[src/rtl/fwd_hazard_ctrl.sv]
// fwd_hazard_ctrl: in-flight writer scoreboard producing per-operand forward selects, stall and a stall counter
//   clk, rst_n           : clock, asynchronous active-low reset
//   issue_valid/wen/rd/lat : instruction presented at issue (lat = cycles until forwardable)
//   src_valid, src_addr  : per-operand read enables and addresses (operand s at [s*ADDR_W +: ADDR_W])
//   flush                : kill the youngest FLUSH_STAGES in-flight entries
//   stall                : hold issue (combinational from entries and src_*)
//   fwd_sel              : per operand 0 = register file, k = entry k-1
//   stall_cnt            : saturating count of stalled cycles
module fwd_hazard_ctrl #(
    parameter int ADDR_W       = 5,
    parameter int NSRC         = 2,
    parameter int STAGES       = 3,
    parameter int FLUSH_STAGES = 1,
    parameter int CNT_W        = 16,
    localparam int SW          = $clog2(STAGES + 1)
) (
    input  logic                   clk,
    input  logic                   rst_n,
    input  logic                   issue_valid,
    input  logic                   issue_wen,
    input  logic [ADDR_W-1:0]      issue_rd,
    input  logic [SW-1:0]          issue_lat,
    input  logic [NSRC-1:0]        src_valid,
    input  logic [NSRC*ADDR_W-1:0] src_addr,
    input  logic                   flush,
    output logic                   stall,
    output logic [NSRC*SW-1:0]     fwd_sel,
    output logic [CNT_W-1:0]       stall_cnt
);
    logic [STAGES-1:0] valid_q, valid_d, wen_q, wen_d;
    logic [ADDR_W-1:0] rd_q [STAGES];
    logic [ADDR_W-1:0] rd_d [STAGES];
    logic [SW-1:0]     rem_q [STAGES];
    logic [SW-1:0]     rem_d [STAGES];
    logic [SW-1:0]     lat_c;
    logic [CNT_W-1:0]  cnt_d;
    assign lat_c = (issue_lat == '0) ? SW'(1) : (issue_lat > SW'(STAGES)) ? SW'(STAGES) : issue_lat;
    always_comb begin
        valid_d = '0;
        wen_d   = '0;
        for (int i = 0; i < STAGES; i++) begin
            rd_d[i]  = '0;
            rem_d[i] = '0;
        end
        valid_d[0] = issue_valid & ~stall;
        wen_d[0]   = issue_wen;
        rd_d[0]    = issue_rd;
        rem_d[0]   = lat_c - SW'(1);
        for (int i = 1; i < STAGES; i++) begin
            valid_d[i] = valid_q[i-1];
            wen_d[i]   = wen_q[i-1];
            rd_d[i]    = rd_q[i-1];
            rem_d[i]   = (rem_q[i-1] == '0) ? '0 : rem_q[i-1] - SW'(1);
        end
        for (int i = 0; i < STAGES; i++)
            if (flush && i < FLUSH_STAGES) valid_d[i] = 1'b0;
    end
    // Scan oldest to youngest so the youngest match overwrites and wins.
    always_comb begin
        logic          found;
        logic          rdy;
        logic [SW-1:0] idx;
        stall   = 1'b0;
        fwd_sel = '0;
        for (int s = 0; s < NSRC; s++) begin
            found = 1'b0;
            rdy   = 1'b0;
            idx   = '0;
            for (int k = STAGES - 1; k >= 0; k--) begin
                if (src_valid[s] && valid_q[k] && wen_q[k] && rd_q[k] != '0 &&
                    rd_q[k] == src_addr[s*ADDR_W +: ADDR_W]) begin
                    found = 1'b1;
                    rdy   = (rem_q[k] == '0);
                    idx   = SW'(k + 1);
                end
            end
            fwd_sel[s*SW +: SW] = (found && rdy) ? idx : '0;
            stall = stall | (found & ~rdy);
        end
    end
    assign cnt_d = (stall && !(&stall_cnt)) ? stall_cnt + CNT_W'(1) : stall_cnt;
    always_ff @(posedge clk or negedge rst_n) begin
        if (!rst_n) begin
            valid_q   <= '0;
            wen_q     <= '0;
            stall_cnt <= '0;
            for (int i = 0; i < STAGES; i++) begin
                rd_q[i]  <= '0;
                rem_q[i] <= '0;
            end
        end else begin
            valid_q   <= valid_d;
            wen_q     <= wen_d;
            stall_cnt <= cnt_d;
            for (int i = 0; i < STAGES; i++) begin
                rd_q[i]  <= rd_d[i];
                rem_q[i] <= rem_d[i];
            end
        end
    end
endmodule
[config.mk]
export PLATFORM = sky130hd
export DESIGN_NAME = fwd_hazard_ctrl
export DESIGN_NICKNAME = d
export VERILOG_FILES = /design/src/rtl/fwd_hazard_ctrl.sv
export SDC_FILE = /design/constraint.sdc
export NUM_CORES = 1
export LEC_CHECK = 0
export CORE_MARGIN = 5
export CORE_UTILIZATION = 50
export CTS_CLUSTER_SIZE = 14
export DETAILED_ROUTE_END_ITERATION = 6
export GPL_TIMING_DRIVEN = 1
export PLACE_DENSITY_LB_ADDON = 0.12
export SLEW_MARGIN = 20
export SYNTH_ARGS = -nofsm -noshare
export SYNTH_HDL_FRONTEND = slang
export SYNTH_SLANG_ARGS = --single-unit
[constraint.sdc]
create_clock -name clk -period 2.4 [get_ports clk]
set_input_delay 0.24 -clock clk [delete_from_list [all_inputs] [get_ports clk]]
set_output_delay 0.24 -clock clk [all_outputs]
set_load 0.03 [all_outputs]
## Word level (Yosys, flattened, before mapping)

Cells that the tools add are included.

| storage, ports and cells | value |
|---|---|
| logic and storage cells | 88 |
| flip-flop bits (word level) | 43 |
| input port bits | 24 |

| operators by class | value |
|---|---|
| bitwise logic cells | 7 |
| reduce and logical (&&, ||, !) cells | 36 |
| $lt $le $gt $ge | 1 |
| add/subtract/negate cells | 4 |
| eq/ne operators | 6 |
| mux-type cells | 25 |

Operators by type and width:

| kind | number |
|---|---|
| 5-bit equality test | 6 |
| 1-bit logical AND | 27 |
| 2-bit 2-to-1 mux | 12 |
| 16-bit by 1-bit adder with 16-bit output (second input constant) | 1 |
| 16-bit AND reduction | 1 |
| 5-bit nonzero test | 3 |
| 1-bit 2-to-1 mux | 13 |
| 2-bit logical NOT | 4 |
| 2-bit by 1-bit subtractor with 2-bit output (second input constant) | 3 |
| 1-bit AND | 3 |
| 1-bit NOT | 3 |
| 2-bit > comparator (second input constant) | 1 |
| 1-bit logical NOT | 1 |
| 1-bit OR | 1 |

## Longest topological paths before layout

Gate-level depths: netlist of run 1.

| depth | value |
|---|---|
| depth after elaboration | 13 |
| mapped depth | 8 |
| mapped depth without buffers | 7 |

## Worst setup path after synthesis of run 1

OpenSTA, ideal clock, no wires.

| path | value |
|---|---|
| kind | reg2reg |
| start | reg rd_q (netlist bit rd_d[6]) |
| end | reg stall_cnt[6] |
| data arrival time | 2.073 ns |
| buffers on the path | 0 |
| cell stages (with the launch flop) | 8 |
| slack | 0.199 ns |
| period minus slack after synthesis | 2.201 ns |
| path through | dfrtp_1 or4_1 o211ai_2 nor3_1 a211oi_1 o22ai_4 nand4_1 mux2_1 |

| on the way | value |
|---|---|
| word-level cells in the longest chain between the ends | 8 |
| elaborated cells between the ends (all ways) | 17 |

Ends and longest elaborated chain:

| what | RTL line | source |
|---|---|---|
| start: declaration | 31 | `logic [ADDR_W-1:0] rd_q [STAGES];` |
| start signal: indexed assignment | 96 | `rd_q[i] <= rd_d[i];` |
| 5-bit nonzero test | 70 | `if (src_valid[s] && valid_q[k] && wen_q[k] && rd_q[k] != '0 &&` |
| 1-bit logical AND (2 in a row) | 70 |  |
| 1-bit 2-to-1 mux | 70 |  |
| 1-bit NOT | 78 | `stall = stall \| (found & ~rdy);` |
| 1-bit AND | 78 |  |
| 1-bit OR * | 78 |  |
| 1-bit logical AND * | 81 | `assign cnt_d = (stall && !(&stall_cnt)) ? stall_cnt + CNT_W'(1) : stall_cnt;` |
| end signal: assignment | 94 | `stall_cnt <= cnt_d;` |
| end: declaration | 28 | `output logic [CNT_W-1:0] stall_cnt` |

Mark *: on every way between the ends. The rest lies on a longest branch, timed or not.
A chain may end at the register's enable or synchronous reset.

## Worst setup path after layout of run 1

| path | value |
|---|---|
| start | reg rd_q[1] (netlist name) |
| end | out stall |

| on the way | value |
|---|---|
| word-level cells in the longest chain between the ends | 9 |
| elaborated cells between the ends (all ways) | 24 |

Ends and longest elaborated chain:

| what | RTL line | source |
|---|---|---|
| 5-bit nonzero test | 70 |  |
| 1-bit logical AND (2 in a row) | 70 |  |
| 1-bit 2-to-1 mux (3 in a row) | 70 |  |
| 1-bit NOT | 78 |  |
| 1-bit AND | 78 |  |
| 1-bit OR * | 78 |  |
| end: declaration | 26 | `output logic stall,` |

Marks and branches as above.

==> impl_results.html, run 1 <==
<table>
<tr><th>Metric</th><th>Value</th></tr>
<tr><th colspan="2">Setup path</th></tr>
<tr><td>Startpoint of the worst setup timing path</td><td>rd_q[1]</td></tr>
<tr><td>Beginning of the worst register-to-register path</td><td>rd_q[1]</td></tr>
<tr><td>Worst setup path endpoint</td><td>stall</td></tr>
<tr><td>Setup CP Type</td><td>reg -&gt; out</td></tr>
<tr><td>Critical path cell sequence</td><td>or4_4 &gt; o21ai_4 &gt; nor4bb_4 &gt; a211oi_4 &gt; o22ai_4 &gt; buf_6 &gt; buf_6</td></tr>
<tr><td>CP Data Arrival Time</td><td>2.34 ns</td></tr>
<tr><td>Critical path endpoint category</td><td>output pin</td></tr>
<tr><td>Setup slack of the most critical reg-to-reg path</td><td>-0.13 ns</td></tr>
<tr><td>Critical Path Slowest Stage Cell</td><td>sky130_fd_sc_hd__or4_4</td></tr>
<tr><td>CP peak stage delay</td><td>0.59 ns</td></tr>
<tr><td>Maximum fanout along the worst path</td><td>4</td></tr>
<tr><td>End of the worst register-to-register path</td><td>stall_cnt[1]</td></tr>
<tr><td>Worst-case reg-to-reg path depth</td><td>9</td></tr>
<tr><td>Kind of start point of the critical path</td><td>flop</td></tr>
<tr><td>Cell mode on critical path</td><td>sky130_fd_sc_hd__buf_6</td></tr>
<tr><td>Critical path data required time</td><td>2.16 ns</td></tr>
<tr><th colspan="2">Routing</th></tr>
<tr><td>Average detailed-routed wire length per instance</td><td>17.4 µm</td></tr>
<tr><td>DR iter-0 viols</td><td>96</td></tr>
<tr><td>Remaining routing DRC violations</td><td>0</td></tr>
<tr><td>Total number of vias</td><td>1846</td></tr>
<tr><td>Antenna-violating nets left</td><td>0</td></tr>
<tr><td>Length of the first detailed-routing pass in iterations</td><td>4</td></tr>
<tr><td>WL final</td><td>5900 µm</td></tr>
<tr><td>Vias per std cell</td><td>5.46</td></tr>
<tr><th colspan="2">GRT</th></tr>
<tr><td>Wire length of the first global-routing pass</td><td>9470 µm</td></tr>
<tr><td>Met3 Use GR</td><td>0.0475</td></tr>
<tr><td>Met2 track demand over resource</td><td>0.401</td></tr>
<tr><td>Largest net degree at the start of global routing</td><td>44</td></tr>
<tr><td>Grt met1 use</td><td>0.275</td></tr>
<tr><td>Aggregate global routing overflow</td><td>0</td></tr>
<tr><td>Most used routing layer in global routing</td><td>met2</td></tr>
<tr><td>Total global-route track usage</td><td>0.228</td></tr>
<tr><td>Number of global-route vias before repair</td><td>1965</td></tr>
<tr><td>Number of antenna violations at the first check in global routing</td><td>0</td></tr>
<tr><th colspan="2">Placed design</th></tr>
<tr><td>Final HPWL DP</td><td>3960 µm</td></tr>
<tr><td>Placer congestion estimate</td><td>0.938</td></tr>
<tr><td>I/O Buffers</td><td>44</td></tr>
<tr><th colspan="2">Floorplan</th></tr>
<tr><td>Starting Density</td><td>0.526</td></tr>
<tr><td>Number of standard-cell rows in the floorplan</td><td>23</td></tr>
<tr><td>Placeable core region</td><td>4060 µm²</td></tr>
<tr><td>I/O pins</td><td>45</td></tr>
<tr><td>DIE HEIGHT</td><td>75.4 µm</td></tr>
<tr><td>Floorplan die width</td><td>75.4 µm</td></tr>
<tr><td>Full die area</td><td>5680 µm²</td></tr>
<tr><th colspan="2">Final layout</th></tr>
<tr><td>Fraction of the core area covered by cells at the end of the flow</td><td>0.833</td></tr>
<tr><td># diodes</td><td>0</td></tr>
<tr><td>Fraction of final layout cells with drive strength greater than 1</td><td>0.358</td></tr>
<tr><td>Fillers</td><td>224</td></tr>
<tr><td>Area used by multi-input combinational logic</td><td>1280 µm²</td></tr>
<tr><td>Layout overhead on the synthesized area</td><td>58.3%</td></tr>
<tr><td>Final Net Count</td><td>312</td></tr>
<tr><td>Footprint of the flip-flops and latches</td><td>1080 µm²</td></tr>
<tr><th colspan="2">Timing</th></tr>
<tr><td>Worst Slack Setup Final</td><td>-0.178 ns</td></tr>
<tr><td>Transition time of the tightest slew-check pin</td><td>0.903 ns</td></tr>
<tr><td>Final worst path period share</td><td>1.07</td></tr>
<tr><td>RSZ-0062 raised after global routing</td><td>yes</td></tr>
<tr><td>Hold Worst Slack</td><td>0.0751 ns</td></tr>
<tr><td>Number of pins exceeding their max-slew limit in the final report</td><td>0</td></tr>
<tr><td>Max Clk Rate</td><td>0.388 GHz</td></tr>
<tr><td>Final setup violation count</td><td>16</td></tr>
<tr><td>Setup skew after layout</td><td>0.00788 ns</td></tr>
<tr><td>Fin. Hold Viols</td><td>0</td></tr>
<tr><td>Tmin final</td><td>2.58 ns</td></tr>
<tr><td>Normalized max-slew margin</td><td>0.398</td></tr>
<tr><th colspan="2">CTS</th></tr>
<tr><td>Clock tree from TritonCTS</td><td>built</td></tr>
<tr><td>Number of H-tree levels</td><td>2</td></tr>
<tr><td>Clock Pin Slew Worst Setup and Hold Paths</td><td>0.08 ns</td></tr>
<tr><td>Clock latency on the worst-skew pair</td><td>0.29 ns</td></tr>
<tr><td>Post-CTS Hold Buffers</td><td>0</td></tr>
<tr><td>Number of buffers between clock root and the deepest sink</td><td>2</td></tr>
<tr><td>Root buffer selected by CTS</td><td>sky130_fd_sc_hd__clkbuf_8</td></tr>
<tr><td>Sinks on the clock net</td><td>43</td></tr>
<tr><td>Inserted Clock Buffers</td><td>5</td></tr>
<tr><th colspan="2">Logic synthesis</th></tr>
<tr><td>FFs w/ async S/R, synth</td><td>1.00</td></tr>
<tr><td>Synth top area share</td><td>0.504</td></tr>
<tr><td>Syn. warnings</td><td>0</td></tr>
<tr><td>Count of unique library cells instantiated by Yosys</td><td>35</td></tr>
<tr><td>Netlist area before placement</td><td>2140 µm²</td></tr>
<tr><td>Area contributors post-synth</td><td>sky130_fd_sc_hd__dfrtp_1, sky130_fd_sc_hd__xnor2_1, sky130_fd_sc_hd__xor2_1</td></tr>
<tr><td>Cells after synthesis</td><td>189</td></tr>
<tr><td>Most common cell in the netlist</td><td>sky130_fd_sc_hd__dfrtp_1</td></tr>
<tr><td>Post-synth EDFFs</td><td>0</td></tr>
<tr><td>Mean area per synthesized cell</td><td>11.3 µm²</td></tr>
<tr><td>Part of the Yosys area used for sequential elements</td><td>0.504</td></tr>
<tr><td>Post-Syn Nets</td><td>214</td></tr>
<tr><td>Count of state elements after synthesis</td><td>43</td></tr>
<tr><td>Cell type with the largest total area after synthesis</td><td>sky130_fd_sc_hd__dfrtp_1</td></tr>
<tr><td>Dominant register cell in the synthesized netlist</td><td>sky130_fd_sc_hd__dfrtp_1</td></tr>
<tr><td>Most used standard cells in the synthesized netlist</td><td>sky130_fd_sc_hd__dfrtp_1, sky130_fd_sc_hd__xnor2_1, sky130_fd_sc_hd__nand2_1, sky130_fd_sc_hd__xor2_1, sky130_fd_sc_hd__nand4_1</td></tr>
<tr><th colspan="2">Outcome</th></tr>
<tr><td>Failing checks</td><td>setup timing</td></tr>
<tr><td>Outcome</td><td>finished with violations</td></tr>
<tr><th colspan="2">Pwr</th></tr>
<tr><td>Switching power as a share of total power</td><td>0.252</td></tr>
<tr><td>Share of total power in combinational logic</td><td>0.174</td></tr>
<tr><td>LEAKAGE</td><td>1.51 nW</td></tr>
<tr><td>Internal power</td><td>1.16 mW</td></tr>
<tr><td>Net load switching power</td><td>0.391 mW</td></tr>
<tr><td>Flop pwr share</td><td>0.509</td></tr>
<tr><td>Power per cell area</td><td>459 nW/µm²</td></tr>
<tr><td>Max IR drop VDD</td><td>678 µV</td></tr>
<tr><td>Part of the power in the clock network</td><td>0.317</td></tr>
<tr><th colspan="2">Run</th></tr>
<tr><td>Number of maximum-capacitance constraint violations</td><td>0</td></tr>
<tr><th colspan="2">Min path</th></tr>
<tr><td>Tightest Hold Check Type</td><td>in -&gt; async</td></tr>
</table>
metrics by stage:
step | area [µm²] | std cells | worst slack (ns) | power (mW) | setup TNS [ns]
after floorplan | 2140 | 189 | 0.199 | 0.887 | 0
after global placement | 2890 | 318 | -0.247 | 1.02 | -2.22
after detailed placement | 2890 | 318 | -0.318 | 1.03 | -3.27
after CTS | 3250 | 335 | -0.188 | 1.55 | -0.659
after global routing | 3380 | 338 | -0.258 | 1.63 | -2.82
final | 3380 | 338 | -0.178 | 1.55 | -0.933
worst min-delay path by stage:
| stage | end | slack [ns] | depth (start not counted) |
|---|---|---|---|
| after floorplan | rd_d[0] | -0.06 | 0 |
| after global placement | valid_q[2] | 0.37 | 0 |
| after detailed placement | valid_q[2] | 0.37 | 0 |
| after CTS | stall_cnt[8] | 0.11 | 1 |
| after global routing | stall_cnt[1] | 0.16 | 1 |
| final | stall_cnt[1] | 0.08 | 1 |
layout make-up:
class                   instances  area share
clock buffers                   8      0.0296
well taps                      50      0.0185
flip-flops and latches         43       0.320
repair buffers                 92       0.253
inverters                       2     0.00222
multi-input cells             143       0.377
cells by family (layout without fill, tap and decap cells):
| family | Yosys count | count (layout) | synth area share |
|---|---|---|---|
| AO/OA/AOI/OAI | 13 | 13 | 0.0539 |
| XOR/XNOR | 43 | 43 | 0.176 |
| adder cells (fa/ha/maj) | 1 | 1 | 0.00586 |
| buffers and inverters | 3 | 102 | 0.00879 |
| flip-flops | 43 | 43 | 0.504 |
| multiplexers | 4 | 4 | 0.0211 |
| AND/OR/NAND/NOR | 82 | 82 | 0.230 |
cell usage in the layout, fill, tap and decap left out, drive strengths merged, types with 3 or more instances in the layout:
master,instances
nor4,5
a21oi,4
or4,3
xnor2,31
clkbuf,8
nand2,16
xor2,12
nor3,9
and2,5
nand3,8
nor2b,3
nand4,11
mux2,4
buf,54
nor2,7
and3,5
clkdlybuf4s50,37
dfrtp,43
power groups by stage:
stage / logic, mW / clock network, mW / registers [mW]
floorplan: 0.0727 / 0 / 0.815
global placement: 0.225 / 0 / 0.798
detailed placement: 0.229 / 0 / 0.801
CTS: 0.253 / 0.507 / 0.790
global route: 0.291 / 0.540 / 0.796
finish: 0.271 / 0.492 / 0.791
worst max-delay path, delay by kind of cell, from the launching register on:
kind | cells | cell delay [ns]
buffers and inverters | 2 | 0.27
flip-flops | 1 | 0.42
AND/OR/NAND/NOR | 2 | 0.68
AO/OA/AOI/OAI | 3 | 0.68
state kept, by name (all words and copies together) (netlist names):
signal and cells:
rem_q 6, wen_q 3, stall_cnt 16, rd_d 10, valid_q 3, rd_q 5
per-layer routing:
layer	vias up	routed length (µm)
met4	0	150
li1	871	-
met5	-	0
met2	62	3100
met1	897	2330
met3	16	316
what timing repair did:
item                                    4_1_cts  5_1_grt
setup buffers                                10        5
pin swaps                                    18       15
resized for setup                            37       24
endpoints found under the setup margin        8       21
(Power assumes the default switching activity.)
==> inputs of run 2 (changes only) <==
--- a/config.mk
+++ b/config.mk
@@ -15,3 +15,4 @@
 export SYNTH_ARGS = -nofsm -noshare
 export SYNTH_HDL_FRONTEND = slang
 export SYNTH_SLANG_ARGS = --single-unit
+export TNS_END_PERCENT = 30
==> impl_results.html, run 2 (synthesized netlist as in run 1, its figures left out) <==
<table>
<tr><th>Metric</th><th>Value</th></tr>
<tr><th colspan="2">Pwr</th></tr>
<tr><td>Net load switching power</td><td>0.383 mW (-1.9%)</td></tr>
<tr><td>LEAKAGE</td><td>1.42 nW (-6.3%)</td></tr>
<tr><td>Share of total power in combinational logic</td><td>0.168 (-0.006)</td></tr>
<tr><td>Internal power</td><td>1.16 mW (-0.52%)</td></tr>
<tr><td>Max IR drop VDD</td><td>677 µV (-0.18%)</td></tr>
<tr><td>Flop pwr share</td><td>0.513 (+0.004)</td></tr>
<tr><td>Power per cell area</td><td>477 nW/µm² (+3.7%)</td></tr>
<tr><td>Switching power as a share of total power</td><td>0.249 (-0.00272)</td></tr>
<tr><td>Part of the power in the clock network</td><td>0.319 (+0.002)</td></tr>
<tr><th colspan="2">Floorplan</th></tr>
<tr><td>DIE HEIGHT</td><td>75.4 µm (unchanged)</td></tr>
<tr><td>I/O pins</td><td>45 (unchanged)</td></tr>
<tr><td>Number of standard-cell rows in the floorplan</td><td>23 (unchanged)</td></tr>
<tr><td>Starting Density</td><td>0.526 (unchanged)</td></tr>
<tr><td>Full die area</td><td>5680 µm² (unchanged)</td></tr>
<tr><td>Floorplan die width</td><td>75.4 µm (unchanged)</td></tr>
<tr><td>Placeable core region</td><td>4060 µm² (unchanged)</td></tr>
<tr><th colspan="2">CTS</th></tr>
<tr><td>Number of buffers between clock root and the deepest sink</td><td>2 (unchanged)</td></tr>
<tr><td>Post-CTS Hold Buffers</td><td>0 (unchanged)</td></tr>
<tr><td>Inserted Clock Buffers</td><td>5 (unchanged)</td></tr>
<tr><td>Root buffer selected by CTS</td><td>sky130_fd_sc_hd__clkbuf_8</td></tr>
<tr><td>Clock tree from TritonCTS</td><td>built</td></tr>
<tr><td>Clock latency on the worst-skew pair</td><td>0.29 ns (about the same)</td></tr>
<tr><td>Sinks on the clock net</td><td>43 (unchanged)</td></tr>
<tr><td>Number of H-tree levels</td><td>2 (unchanged)</td></tr>
<tr><td>Clock Pin Slew Worst Setup and Hold Paths</td><td>0.08 ns (about the same)</td></tr>
<tr><th colspan="2">Setup path</th></tr>
<tr><td>Critical path data required time</td><td>2.16 ns (about the same)</td></tr>
<tr><td>Worst setup path endpoint</td><td>stall</td></tr>
<tr><td>Cell mode on critical path</td><td>sky130_fd_sc_hd__buf_6</td></tr>
<tr><td>Critical Path Slowest Stage Cell</td><td>sky130_fd_sc_hd__or4_4</td></tr>
<tr><td>CP peak stage delay</td><td>0.59 ns (about the same)</td></tr>
<tr><td>Critical path cell sequence</td><td>or4_4 &gt; o21ai_4 &gt; nor4bb_4 &gt; a211oi_4 &gt; o22ai_4 &gt; buf_6 &gt; buf_6</td></tr>
<tr><td>End of the worst register-to-register path</td><td>stall_cnt[1]</td></tr>
<tr><td>Setup CP Type</td><td>reg -&gt; out</td></tr>
<tr><td>Worst-case reg-to-reg path depth</td><td>9 (unchanged)</td></tr>
<tr><td>Startpoint of the worst setup timing path</td><td>rd_q[1]</td></tr>
<tr><td>Critical path endpoint category</td><td>output pin</td></tr>
<tr><td>Kind of start point of the critical path</td><td>flop</td></tr>
<tr><td>Setup slack of the most critical reg-to-reg path</td><td>-0.08 ns (+0.05 ns)</td></tr>
<tr><td>CP Data Arrival Time</td><td>2.32 ns (-0.02 ns)</td></tr>
<tr><td>Maximum fanout along the worst path</td><td>4 (unchanged)</td></tr>
<tr><td>Beginning of the worst register-to-register path</td><td>rd_d[7]</td></tr>
<tr><th colspan="2">Timing</th></tr>
<tr><td>Setup skew after layout</td><td>0.00752 ns (-0.000355 ns)</td></tr>
<tr><td>Worst Slack Setup Final</td><td>-0.155 ns (+0.0221 ns)</td></tr>
<tr><td>RSZ-0062 raised after global routing</td><td>yes</td></tr>
<tr><td>Fin. Hold Viols</td><td>0 (unchanged)</td></tr>
<tr><td>Number of pins exceeding their max-slew limit in the final report</td><td>0 (unchanged)</td></tr>
<tr><td>Final worst path period share</td><td>1.06 (-0.00923)</td></tr>
<tr><td>Transition time of the tightest slew-check pin</td><td>0.912 ns (+0.00919 ns)</td></tr>
<tr><td>Normalized max-slew margin</td><td>0.392 (-0.00612)</td></tr>
<tr><td>Final setup violation count</td><td>9 (-7)</td></tr>
<tr><td>Hold Worst Slack</td><td>0.0814 ns (+0.00627 ns)</td></tr>
<tr><td>Tmin final</td><td>2.56 ns (-0.0221 ns)</td></tr>
<tr><td>Max Clk Rate</td><td>0.391 GHz (+0.87%)</td></tr>
<tr><th colspan="2">Run</th></tr>
<tr><td>Number of maximum-capacitance constraint violations</td><td>0 (unchanged)</td></tr>
<tr><th colspan="2">Final layout</th></tr>
<tr><td>Commonest non-fill, non-tap cells in the layout</td><td>sky130_fd_sc_hd__buf_4, sky130_fd_sc_hd__dfrtp_1, sky130_fd_sc_hd__clkdlybuf4s50_1</td></tr>
<tr><td>Fillers</td><td>259 (+16%)</td></tr>
<tr><td>Non-filler instance count after layout</td><td>334 (-1.2%)</td></tr>
<tr><td>Register with the most flip-flops</td><td>stall_cnt</td></tr>
<tr><td>Layout overhead on the synthesized area</td><td>51.3%</td></tr>
<tr><td>Number of flip-flops under the largest register name</td><td>16 (unchanged)</td></tr>
<tr><td># diodes</td><td>0 (unchanged)</td></tr>
<tr><td>Fraction of the core area covered by cells at the end of the flow</td><td>0.796 (-0.0370)</td></tr>
<tr><td>Fraction of final layout cells with drive strength greater than 1</td><td>0.324 (-0.0337)</td></tr>
<tr><td>Final Net Count</td><td>308 (-1.3%)</td></tr>
<tr><td>Most frequent standard cell in the layout excluding fill and tap cells</td><td>sky130_fd_sc_hd__buf_4</td></tr>
<tr><th colspan="2">Outcome</th></tr>
<tr><td>Outcome</td><td>finished with violations</td></tr>
<tr><td>Failing checks</td><td>setup timing</td></tr>
<tr><th colspan="2">Routing</th></tr>
<tr><td>Remaining routing DRC violations</td><td>0 (unchanged)</td></tr>
<tr><td>Total number of vias</td><td>1826 (-1.1%)</td></tr>
<tr><td>WL final</td><td>5650 µm (-4.2%)</td></tr>
<tr><td>Vias per std cell</td><td>5.47 (+0.10%)</td></tr>
<tr><td>DR iter-0 viols</td><td>73 (-24%)</td></tr>
<tr><td>Length of the first detailed-routing pass in iterations</td><td>5 (+1)</td></tr>
<tr><td>Antenna-violating nets left</td><td>0 (unchanged)</td></tr>
<tr><td>Average detailed-routed wire length per instance</td><td>16.9 µm (-3.0%)</td></tr>
<tr><th colspan="2">Placed design</th></tr>
<tr><td>Placer congestion estimate</td><td>0.938 (unchanged)</td></tr>
<tr><td>I/O Buffers</td><td>44 (unchanged)</td></tr>
<tr><td>Final HPWL DP</td><td>3960 µm (unchanged)</td></tr>
<tr><td>Cell Count Post-Placement</td><td>318 (unchanged)</td></tr>
<tr><th colspan="2">GRT</th></tr>
<tr><td>Largest net degree at the start of global routing</td><td>44 (unchanged)</td></tr>
<tr><td>Aggregate global routing overflow</td><td>0 (unchanged)</td></tr>
<tr><td>Total global-route track usage</td><td>0.221 (-0.00669)</td></tr>
<tr><td>Number of global-route vias before repair</td><td>1921 (-2.2%)</td></tr>
<tr><td>Number of antenna violations at the first check in global routing</td><td>0 (unchanged)</td></tr>
<tr><td>Wire length of the first global-routing pass</td><td>9170 µm (-3.1%)</td></tr>
<tr><th colspan="2">Min path</th></tr>
<tr><td>Tightest Hold Check Type</td><td>in -&gt; async</td></tr>
</table>
## run 2: cell types whose count changed in the layout (fill, tap and decap cells not counted), moves of 2 or more
cell	delta
sky130_fd_sc_hd__mux2_2	+2
sky130_fd_sc_hd__nor3_4	-3
sky130_fd_sc_hd__buf_6	-7
sky130_fd_sc_hd__buf_4	+5
sky130_fd_sc_hd__nor3_1	+3
sky130_fd_sc_hd__mux2_4	-3
## run 2: timing repair
| action | CTS | global route |
|---|---|---|
| hold endpoints to repair | 0 | 0 |
| setup buffers | 8 | 2 |
| setup endpoints to repair | 8 | 21 |
| pin swaps | 16 | 6 |
| gates resized for setup | 32 | 6 |
## run 2: worst min-delay path by stage
stage	startpoint	endpoint	slack, ns	depth (start not counted)
5_1_grt	rst_n	stall_cnt[1]	0.16	1
3_5_place_dp	valid_q[1]	valid_q[2]	0.37	0
3_3_place_gp	valid_q[1]	valid_q[2]	0.37	0
4_1_cts	rst_n	stall_cnt[8]	0.11	1
6_report	rst_n	stall_cnt[1]	0.08	1
2_1_floorplan	rst_n	rd_d[0]	-0.06	0
## run 2: worst max-delay path, delay by kind of cell, from the launching register on
kind            cells  cell delay [ns]
buf+inv             2             0.27
flops               1             0.42
simple gates        2             0.67
compound gates      3             0.66
## run 2: layer usage
layer  up-vias  track usage  wire length [µm]
met4         0       0.0816               112
met5         -            0                 0
met1       890        0.267              2380
li1        861            -                 -
met2        65        0.389              2900
met3        10       0.0475               261
## run 2: power by group through the flow
stage                     clock, mW  combinational (mW)  sequential (mW)
after detailed placement          0               0.229            0.801
final                         0.491               0.258            0.791
after global routing          0.540               0.278            0.796
after floorplan                   0              0.0727            0.815
after CTS                     0.507               0.250            0.790
after global placement            0               0.225            0.798
## run 2: area by class of cell
class	instances	area, µm²	share of cell area
Inverter	2	7.51	0.00232
Tap cell	50	62.6	0.0194
Multi-Input combinational cell	143	1200	0.372
Timing Repair Buffer	88	778	0.241
Sequential cell	43	1080	0.334
Clock buffer	8	100	0.0310
## run 2: per-stage QoR
step | setup slack, ns | setup TNS (ns) | total power, mW | area [µm²]
finish | -0.155 | -0.524 | 1.54 | 3230
global route | -0.252 | -2.01 | 1.61 | 3230
CTS | -0.189 | -0.657 | 1.55 | 3200
detailed placement | -0.318 | -3.27 | 1.03 | 2890
global placement | -0.247 | -2.22 | 1.02 | 2890
floorplan | 0.199 | 0 | 0.887 | 2140
